$ cat config.mk
export PLATFORM = sky130hd
export DESIGN_NAME = ut_ctrl_fsm
export DESIGN_NICKNAME = d
export VERILOG_FILES = /design/src/rtl/ut_ctrl_fsm.sv
export SDC_FILE = /design/constraint.sdc
export NUM_CORES = 1
export LEC_CHECK = 0
export ABC_AREA = 0
export CAP_MARGIN = 20
export CELL_PAD_IN_SITES_DETAIL_PLACEMENT = 1
export CELL_PAD_IN_SITES_GLOBAL_PLACEMENT = 1
export CORE_UTILIZATION = 23
export DETAILED_ROUTE_END_ITERATION = 6
export HOLD_SLACK_MARGIN = 0.06
export PLACE_DENSITY = 0.82
export SYNTH_ARGS = -nofsm -noshare
export SYNTH_HDL_FRONTEND = slang
export SYNTH_SLANG_ARGS = --single-unit
$ cat constraint.sdc
create_clock -name clk -period 2.2 [get_ports clk]
set_clock_uncertainty 0.1 [all_clocks]
set_input_delay 0.44 -clock clk [delete_from_list [all_inputs] [get_ports clk]]
set_output_delay 0.44 -clock clk [all_outputs]
set_load 0.03 [all_outputs]
$ cat src/rtl/ut_ctrl_fsm.sv
// Control sequencer for the 6-bit accumulator processor.
// Fetch/decode/execute FSM driving PC, RI, ALU, carry and memory strobes.
module ut_ctrl_fsm #(
    parameter int unsigned INIT_CYCLES   = 1,
    parameter bit          JCC_CLR_CARRY = 1'b1
) (
    input  logic       clk,
    input  logic       rst,
    input  logic       ce,
    input  logic [1:0] opcode,
    input  logic       carry,
    output logic       clear_PC,
    output logic       load_PC,
    output logic       enable_PC,
    output logic       load_RI,
    output logic       sel_UAL,
    output logic       enable_mem,
    output logic       rw_mem,
    output logic       load_ACC,
    output logic       sel_ADD,
    output logic       load_carry,
    output logic       init_carry,
    output logic       instr_done,
    output logic [2:0] state_dbg
);

    localparam int unsigned CNT_W     = 4;
    localparam logic [CNT_W-1:0] INIT_LAST = CNT_W'(INIT_CYCLES - 1);

    typedef enum logic [2:0] {
        INIT      = 3'd0,
        FETCH_INS = 3'd1,
        LOAD_RI   = 3'd2,
        DECODE    = 3'd3,
        FETCH_OP  = 3'd4,
        EXE_UAL   = 3'd5,
        STA       = 3'd6,
        JCC       = 3'd7
    } state_t;

    state_t           state;
    logic [CNT_W-1:0] init_cnt;
    logic             active;

    // State register and transitions; ce=0 freezes both state and INIT counter
    always_ff @(posedge clk or posedge rst) begin
        if (rst) begin
            state    <= INIT;
            init_cnt <= '0;
        end else if (ce) begin
            case (state)
                INIT: begin
                    if (init_cnt >= INIT_LAST) begin
                        state    <= FETCH_INS;
                        init_cnt <= '0;
                    end else begin
                        init_cnt <= init_cnt + CNT_W'(1);
                    end
                end
                FETCH_INS: state <= LOAD_RI;
                LOAD_RI:   state <= DECODE;
                DECODE: begin
                    case (opcode)
                        2'b10:   state <= STA;
                        2'b11:   state <= JCC;
                        default: state <= FETCH_OP;
                    endcase
                end
                FETCH_OP:  state <= EXE_UAL;
                EXE_UAL:   state <= FETCH_INS;
                STA:       state <= FETCH_INS;
                JCC:       state <= FETCH_INS;
                default:   state <= INIT;
            endcase
        end
    end

    // Strobes are forced low while reset is asserted so an aborted STA never writes
    assign active    = ce & ~rst;
    assign state_dbg = state;

    // Per-state strobe decode
    always_comb begin
        clear_PC   = 1'b0;
        load_PC    = 1'b0;
        enable_PC  = 1'b0;
        load_RI    = 1'b0;
        sel_UAL    = 1'b0;
        enable_mem = 1'b0;
        rw_mem     = 1'b0;
        load_ACC   = 1'b0;
        sel_ADD    = 1'b0;
        load_carry = 1'b0;
        init_carry = 1'b0;
        instr_done = 1'b0;
        if (active) begin
            case (state)
                INIT: begin
                    clear_PC   = 1'b1;
                    enable_PC  = 1'b1;
                    init_carry = 1'b1;
                end
                FETCH_INS: begin
                    enable_mem = 1'b1;
                end
                LOAD_RI: begin
                    load_RI = 1'b1;
                end
                DECODE: begin
                    enable_PC = 1'b1;
                end
                FETCH_OP: begin
                    enable_mem = 1'b1;
                    sel_UAL    = 1'b1;
                end
                EXE_UAL: begin
                    load_ACC   = 1'b1;
                    sel_ADD    = opcode[0];
                    load_carry = (opcode == 2'b01);
                    instr_done = 1'b1;
                end
                STA: begin
                    enable_mem = 1'b1;
                    rw_mem     = 1'b1;
                    sel_UAL    = 1'b1;
                    instr_done = 1'b1;
                end
                JCC: begin
                    // Jump when carry is clear; otherwise optionally consume the carry
                    load_PC    = ~carry;
                    init_carry = carry & JCC_CLR_CARRY;
                    instr_done = 1'b1;
                end
                default: begin
                    clear_PC = 1'b0;
                end
            endcase
        end
    end

endmodule
Word level (Yosys, flattened, before mapping):

Cells that the tools add are included.

* register bits after elaboration: 7
* word-level logic and storage cells: 53
* input port bits: 6
* output and inout bits: 15

* $add $sub $neg: 1
* reduce and logical (&&, ||, !) cells: 7
* magnitude comparators: 1
* bitwise logic cells: 3
* eq/ne operators: 11
* mux-type cells: 28

Operator list (number)
* $mux 1: 23
* $pmux 3 s6: 1
* $eq 3x3->1 const B: 4
* $eq 3x2->1 const B: 2
* $reduce_or 3->1: 2
* $add 4x1->4 const B: 1
* $eq 2x2->1 const B: 2
* $ge 4x1->1 const B: 1
* $mux 4: 1
* $pmux 2 s2: 1
* $reduce_and 2->1: 2
* $reduce_or 2->1: 2
* $eq 3x1->1 const B: 1
* $logic_not 3->1: 1
* $mux 3: 1
* $eq 2x1->1 const B: 1
* $ne 2x2->1 const B: 1
* $not 1->1: 2
* $pmux 1 s2: 1
* $and 1x1->1: 1

Longest topological paths before layout:

Gate-level depths: netlist of the first run.

* word-level depth: 4
* depth in mapped cells: 3
* mapped depth without buffers: 2

Worst setup path after synthesis of the first run:

Ideal clock, no wire load.

* kind: register to output
* start: register state[2] (netlist: state_dbg[2])
* end: output port load_ACC
* stages on the path, launching flop included: 3
* arrival: 1.604 ns
* required time: 1.660 ns
* path slack: 0.056 ns
* cells stage by stage: dfrtp_1 nand3b_1 nor3b_1

* word-level cells in the longest chain between the ends: 3

Ends and longest elaborated chain
* start: declaration: RTL line 41 `state_t state;`
* start signal: assignment: RTL line 48 `state <= INIT;`
* start signal: assignment: RTL line 54 `state <= FETCH_INS;`
* start signal: assignment: RTL line 60 `FETCH_INS: state <= LOAD_RI;`
* $eq 3x3->1: RTL line 97 `case (state)`
* $mux 1: RTL line 97
* $mux 1: RTL line 96 `if (active) begin`
* end: declaration: RTL line 19 `output logic load_ACC,`

No other way between the ends.

Final worst setup path of the first run:

* start: input port ce
* end: output port load_carry

* word-level cells in the longest chain between the ends: 2

Ends and longest elaborated chain
* start: declaration: RTL line 9 `input logic ce,`
* $and 1x1->1: RTL line 79 `assign active = ce & ~rst;`
* $mux 1: RTL line 96
* end: declaration: RTL line 21 `output logic load_carry,`

No other way between the ends.

==> flow_metrics.py, run 1 <==
metrics = {
    "drt": {
        "routed-via-count": 387,
        "drc_errors_left": 0,
        "ant_nets": 0,
        "detailedRoute.firstPassIterationCount": 4,
        "detailedRoute.firstIterationViolations": 4,
        "detail_route.wirelength_microns": 905,
        "vias_per_cell": 4.90,
        "wl_per_cell_microns": 11.5,
    },
    "global_routing": {
        "grt_max_degree": 14,
        "first_pass_grt_wire_length_microns": 1430,
        "grt_util_met1_pct": 16.9,
        "track_usage_pct": 13.8,
        "initial_antenna_violation_count": 0,
        "overflow": 0,
        "first_global_vias": 319,
        "grt.met2_usage_pct": 22.9,
        "grt_most_used_layer": "met2",
        "globalRouteMet3Util_pct": 5.20,
    },
    "finish": {
        "final_cell_mix": "15 x sky130_fd_sc_hd__buf_4, 7 x sky130_fd_sc_hd__nor2_1, 7 x sky130_fd_sc_hd__clkdlybuf4s50_1",
        "design.final.nets": 72,
        "final_util_pct": 44.2,
        "largest_register_ff_count": 3,
        "drive_gt1_share_pct": 35.4,
        "flow.area_growth_from_synthesis_pct": 66.9,
        "number_of_non_filler_instances_in_the_completed_layout": 79,
        "final.fill_count": 155,
        "most_common_cell_after_layout_fill_and_taps_aside": "sky130_fd_sc_hd__buf_4",
        "antenna_cells_inserted": 0,
        "finalInstanceArea_sq_um": 524,
    },
    "logic_synthesis": {
        "synthTopCellsByArea": "sky130_fd_sc_hd__dfrtp_1 24%, sky130_fd_sc_hd__nor2_1 8.4%, sky130_fd_sc_hd__buf_6 7.2%, sky130_fd_sc_hd__or2b_2 5.6%, sky130_fd_sc_hd__or3b_1 5.6%",
        "synthDistinctLibCells": 25,
        "synth-seq-cells": 3,
        "synth-seq-area-share_pct": 23.9,
        "yosysWarnings": 0,
        "synth.avg_cell_area_sq_um": 7.66,
        "synthesis.instances": 41,
        "synth_area_sq_um": 314,
        "yosys.area.top_type_share_pct": 23.9,
        "syn_nets": 47,
        "yosysTopAreaCell": "sky130_fd_sc_hd__dfrtp_1",
    },
    "timing": {
        "hold_viol": 0,
        "max_freq_mhz": 468,
        "post_layout_min_period_ps": 2140,
        "report.final.slew_viol_count": 0,
        "rsz0062_at_grt": "false",
        "tightest_slew_ps": 377,
        "fin_tns_setup_ps": 0,
        "max-slew-margin-rel_pct": 74.9,
        "finalCritPeriodShare_pct": 97.2,
        "setup_viol": 0,
    },
    "floorplan": {
        "design.die.area_sq_um": 1520,
        "coreArea_sq_um": 1190,
        "design.portCount": 21,
        "die-height_microns": 39.0,
        "initial_core_util_pct": 26.5,
        "placementRows": 12,
        "die_width_microns": 39.0,
    },
    "clocking": {
        "htree_num_levels": 1,
        "cts.clk_slew.worst_paths_ps": 40,
        "cts.sink_count": 3,
        "postCtsHoldBufs": 0,
        "number_of_cts_inserted_buffers": 3,
        "cts_tree": "built",
        "worst_skew_pair.late_latency_ps": 230,
        "cts-root-buf": "sky130_fd_sc_hd__clkbuf_4",
        "cts.path.max_buffers": 2,
    },
    "power_and_ir_drop": {
        "netSwitchingFraction_pct": 48.5,
        "power_density_nw_per_um2": 1150,
        "pwr-share-seq_pct": 24.5,
        "combPwrFrac_pct": 59.8,
        "leakagePower_nw": 0.240,
        "cell_internal_pwr_uw": 311,
        "power.ir.vdd_worst_v": 0.000648,
        "total_switching_power_uw": 293,
        "p_clk_share_pct": 15.7,
    },
    "place": {
        "hpwl_microns": 708,
        "placement.cell_area_sq_um": 497,
        "gpl.final_weighted_congestion": 0.734,
        "portBuffers": 20,
        "placed_cells_incl_taps": 75,
    },
    "critical_path": {
        "r2r_cell_count": 3,
        "data_required_time_of_the_worst_path_ps": 1660,
        "critPathKind": "in -> out",
        "category_of_the_worst_setup_path_launch_point": "input port",
        "path_cells": "clkdlybuf4s50_1 > nand3b_1 > nor3_1 > buf_4",
        "cp_slowest_stage_delay_ps": 520,
        "crit_path_end_kind": "output pin",
        "timing.critical_path.arrival_ps": 1600,
        "cpMaxStageDelayCell": "sky130_fd_sc_hd__clkdlybuf4s50_1",
        "critical_path_peak_fanout": 6,
    },
    "run_status": {
        "status": "finished clean",
    },
    "hold_path": {
        "holdCritPathClass": "in -> async",
    },
    "flow_run": {
        "cap_viol_max_count": 0,
    },
}
-- worst paths after layout --
path	from	endpoint	slack (ps)
worst min register to register	state_dbg[2]$_DFFE_PP0P_	state_dbg[2]$_DFFE_PP0P_	590
worst max-delay path	ce	load_carry	60
min in group clk	state_dbg[2]$_DFFE_PP0P_	state_dbg[2]$_DFFE_PP0P_	590
worst min-delay path	rst	state_dbg[2]$_DFFE_PP0P_	170
max in group asynchronous	rst	state_dbg[1]$_DFFE_PP0P_	1690
worst max register to register	state_dbg[0]$_DFFE_PP0P_	state_dbg[1]$_DFFE_PP0P_	910
-- repair_timing --
action	CTS	global route
pin swaps	0	0
setup buffers	0	0
gates resized for setup	1	1
endpoints found under the hold margin	0	0
setup endpoints to repair	1	1
-- synthesized netlist by cell type --
library cell and instances:
sky130_fd_sc_hd__clkbuf_2 1, sky130_fd_sc_hd__dfrtp_1 3, sky130_fd_sc_hd__a21oi_2 1, sky130_fd_sc_hd__xor2_1 1, sky130_fd_sc_hd__o21ai_0 1, sky130_fd_sc_hd__a31oi_1 1, sky130_fd_sc_hd__o311a_1 1, sky130_fd_sc_hd__buf_6 2
sky130_fd_sc_hd__or3b_1 2, sky130_fd_sc_hd__a21o_2 1, sky130_fd_sc_hd__nand3_1 1, sky130_fd_sc_hd__nor2b_1 1, sky130_fd_sc_hd__o2bb2ai_1 1, sky130_fd_sc_hd__nand3b_1 2, sky130_fd_sc_hd__nor3_1 3, sky130_fd_sc_hd__inv_1 2
sky130_fd_sc_hd__nor2_1 7, sky130_fd_sc_hd__nor3b_1 1, sky130_fd_sc_hd__nand4_1 1, sky130_fd_sc_hd__nand2_1 2, sky130_fd_sc_hd__and3_1 1, sky130_fd_sc_hd__nand2b_1 1, sky130_fd_sc_hd__or3_1 1, sky130_fd_sc_hd__or2b_2 2
sky130_fd_sc_hd__a21oi_1 1
-- metal layers --
layer / wire, microns / vias to the layer above
li1: - / 194
met1: 427 / 176
met2: 418 / 17
met3: 59 / 0
met4: 0 / 0
met5: 0 / -
-- critical path, delay by kind of cell --
| kind | cells | cell delay (ps) |
|---|---|---|
| buf+inv | 2 | 720 |
| simple gates | 2 | 450 |
-- through the flow --
stage                     hold slack (ps)  power [mW]  worst slack (ps)
after floorplan                      98.8       0.401              56.2
after global placement                565       0.509              19.9
after detailed placement              579       0.514              3.25
after CTS                             155       0.614              35.2
after global routing                  167       0.653              7.56
final                                 166       0.603              62.2
-- power by group through the flow --
stage               registers, mW  logic, mW  clock network, mW
floorplan                   0.166      0.234                  0
global placement            0.149      0.360                  0
detailed placement          0.151      0.363                  0
CTS                         0.149      0.364              0.101
global route                0.158      0.389              0.106
finish                      0.148      0.361             0.0947
-- cell families (layout without fill, tap and decap cells) --
logic type,after synthesis,count (layout),synth area share [%]
xor gates and xnor gates,1,1,2.79
AOI/OAI and AO/OA,7,7,16.7
and+or+nand+nor,25,25,45.4
buffers and inverters,5,29,11.2
DFF,3,3,23.9
-- final cells by class --
| type | instances | area (sq um) | share of cell area, % |
|---|---|---|---|
| clock buffers | 4 | 26.3 | 5.01 |
| inverters | 2 | 7.51 | 1.43 |
| multi-input cells | 33 | 206 | 39.4 |
| flip-flops and latches | 3 | 75.1 | 14.3 |
| well taps | 14 | 17.5 | 3.34 |
| repair buffers | 23 | 191 | 36.5 |
No activity file was read; power rests on OpenSTA's default activity.
==> run 2, diff against run 1 <==
--- a/config.mk
+++ b/config.mk
@@ -11,7 +11,6 @@
 export CELL_PAD_IN_SITES_GLOBAL_PLACEMENT = 1
 export CORE_UTILIZATION = 23
 export DETAILED_ROUTE_END_ITERATION = 6
-export HOLD_SLACK_MARGIN = 0.06
 export PLACE_DENSITY = 0.82
 export SYNTH_ARGS = -nofsm -noshare
 export SYNTH_HDL_FRONTEND = slang
==> results of run 2 <==
Same layout as run 1: the final DEF is identical, and so are final timing and power.
==> run 3, diff against run 2 <==
--- a/config.mk
+++ b/config.mk
@@ -9,6 +9,7 @@
 export CAP_MARGIN = 20
 export CELL_PAD_IN_SITES_DETAIL_PLACEMENT = 1
 export CELL_PAD_IN_SITES_GLOBAL_PLACEMENT = 1
+export CORE_MARGIN = 3
 export CORE_UTILIZATION = 23
 export DETAILED_ROUTE_END_ITERATION = 6
 export PLACE_DENSITY = 0.82
==> flow_metrics.py, run 3 (synthesis results as in run 1) <==
metrics = {
    "critical_path": {
        "path_cells": "clkdlybuf4s50_1 > buf_4 > or2b_2 > a21oi_2 > buf_4",
        "data_required_time_of_the_worst_path_ps": 1660,
        "critPathKind": "in -> out",
        "critical_path_peak_fanout": 3,
        "worst_path_most_repeated_cell": "sky130_fd_sc_hd__buf_4",
        "cp_slowest_stage_delay_ps": 440,
        "crit_path_end_kind": "output pin",
        "cpMaxStageDelayCell": "sky130_fd_sc_hd__clkdlybuf4s50_1",
        "category_of_the_worst_setup_path_launch_point": "input port",
        "timing.critical_path.arrival_ps": 1610,
        "critical_path.top_delay_family": "buffers and inverters",
        "crit_buf_inv": 3,
    },
    "power_and_ir_drop": {
        "p_clk_share_pct": 15.8,
        "power.ir.vdd_worst_v": 0.000400,
        "combPwrFrac_pct": 59.3,
        "netSwitchingFraction_pct": 49.2,
        "leakagePower_nw": 0.241,
        "pwr-share-seq_pct": 24.9,
        "report.power.total_uw": 627,
        "power_density_nw_per_um2": 1150,
        "cell_internal_pwr_uw": 318,
        "total_switching_power_uw": 308,
    },
    "run_status": {
        "status": "finished clean",
    },
    "finish": {
        "final.fill_count": 152,
        "largest_register_ff_count": 3,
        "drive_gt1_share_pct": 41.5,
        "most_common_cell_after_layout_fill_and_taps_aside": "sky130_fd_sc_hd__buf_4",
        "design.final.nets": 72,
        "antenna_cells_inserted": 0,
        "flow.area_growth_from_synthesis_pct": 73.3,
        "final_cell_mix": "14 x sky130_fd_sc_hd__buf_4, 8 x sky130_fd_sc_hd__clkdlybuf4s50_1, 7 x sky130_fd_sc_hd__nor2_1, 3 x sky130_fd_sc_hd__clkbuf_4",
    },
    "timing": {
        "setup_viol": 0,
        "report.final.slew_viol_count": 0,
        "hold_viol": 0,
        "max-slew-margin-rel_pct": 79.5,
        "rsz0062_at_grt": "true",
        "post_layout_min_period_ps": 2150,
        "tightest_slew_ps": 306,
        "fin_tns_setup_ps": 0,
        "finalCritPeriodShare_pct": 97.6,
        "max_freq_mhz": 466,
    },
    "global_routing": {
        "grt_max_degree": 14,
        "first_pass_grt_wire_length_microns": 1630,
        "first_global_vias": 384,
        "initial_antenna_violation_count": 0,
        "overflow": 0,
        "track_usage_pct": 11.7,
    },
    "clocking": {
        "cts.clk_slew.worst_paths_ps": 40,
        "cts_tree": "built",
        "cts-root-buf": "sky130_fd_sc_hd__clkbuf_4",
        "number_of_cts_inserted_buffers": 3,
        "cts.sink_count": 3,
        "worst_skew_pair.late_latency_ps": 230,
        "htree_num_levels": 1,
        "cts.path.max_buffers": 2,
    },
    "place": {
        "portBuffers": 20,
        "hpwl_microns": 734,
        "gpl.final_weighted_congestion": 0.744,
    },
    "floorplan": {
        "design.die.area_sq_um": 1840,
        "initial_core_util_pct": 26.5,
        "design.portCount": 21,
        "placementRows": 12,
        "die-height_microns": 43.0,
        "coreArea_sq_um": 1190,
        "die_width_microns": 43.0,
    },
    "drt": {
        "detail_route.wirelength_microns": 1010,
        "routed-via-count": 405,
        "detailedRoute.firstPassIterationCount": 2,
        "detailedRoute.firstIterationViolations": 1,
        "wl_per_cell_microns": 12.8,
        "vias_per_cell": 5.13,
        "drc_errors_left": 0,
        "ant_nets": 0,
    },
    "flow_run": {
        "cap_viol_max_count": 0,
    },
    "hold_path": {
        "holdCritPathClass": "in -> async",
    },
}
## run 3: power by group through the flow
| stage | logic [mW] | registers, mW | clock network, mW |
|---|---|---|---|
| final | 0.372 | 0.156 | 0.0989 |
| after CTS | 0.366 | 0.150 | 0.104 |
| after global placement | 0.360 | 0.150 | 0 |
| after detailed placement | 0.363 | 0.151 | 0 |
| after floorplan | 0.234 | 0.166 | 0 |
| after global routing | 0.400 | 0.169 | 0.106 |
## run 3: final cells by class
class                           count  area [sq um]  share of cell area, %
Clock buffer                        4          26.3                   4.83
Inverter                            2          7.51                   1.38
Tap cell                           14          17.5                   3.22
Sequential cell                     3          76.3                   14.0
Timing Repair Buffer               23           196                   36.1
Multi-Input combinational cell     33           220                   40.5
## run 3: layer usage
metal	vias up	global-route usage [%]	wire length (microns)
met1	194	12.8	424
met5	-	0	0
met2	19	19.5	503
li1	192	-	-
met4	0	9.04	0
met3	0	2.12	84
## run 3: final timing paths
check	startpoint	to	slack, ps	cells past startpoint
worst max-delay path	rst	init_carry	50	5
min in group clk	state_dbg[2]$_DFFE_PP0P_	state_dbg[2]$_DFFE_PP0P_	600	1
worst min-delay path	rst	state_dbg[0]$_DFFE_PP0P_	470	3
worst min register to register	state_dbg[2]$_DFFE_PP0P_	state_dbg[2]$_DFFE_PP0P_	600	1
worst max register to register	state_dbg[0]$_DFFE_PP0P_	state_dbg[1]$_DFFE_PP0P_	900	3
max in group asynchronous	rst	state_dbg[1]$_DFFE_PP0P_	1370	3
## run 3: repair_timing
action,4_1_cts,5_1_grt
endpoints found under the hold margin,0,0
hold buffers,0,0
setup endpoints to repair,0,5
setup buffers,0,0
gates resized for setup,0,6
## run 3: metrics by stage
| stage | setup slack (ps) | cell area, sq um | utilization, % | hold slack (ps) | instances |
|---|---|---|---|---|---|
| after CTS | 36.9 | 523 | 44.1 | 465 | 79 |
| after global routing | -10.8 | 544 | 45.9 | 499 | 79 |
| after floorplan | 56.2 | 314 | - | 98.8 | 41 |
| after detailed placement | 46.3 | 497 | 41.9 | 578 | 75 |
| after global placement | 33.7 | 497 | 41.9 | 562 | 75 |
| final | 53.2 | 544 | 45.9 | 474 | 79 |
## run 3: worst min-delay path: cells and delay by family
family,cells,cell delay (ps)
buffers and inverters,3,720
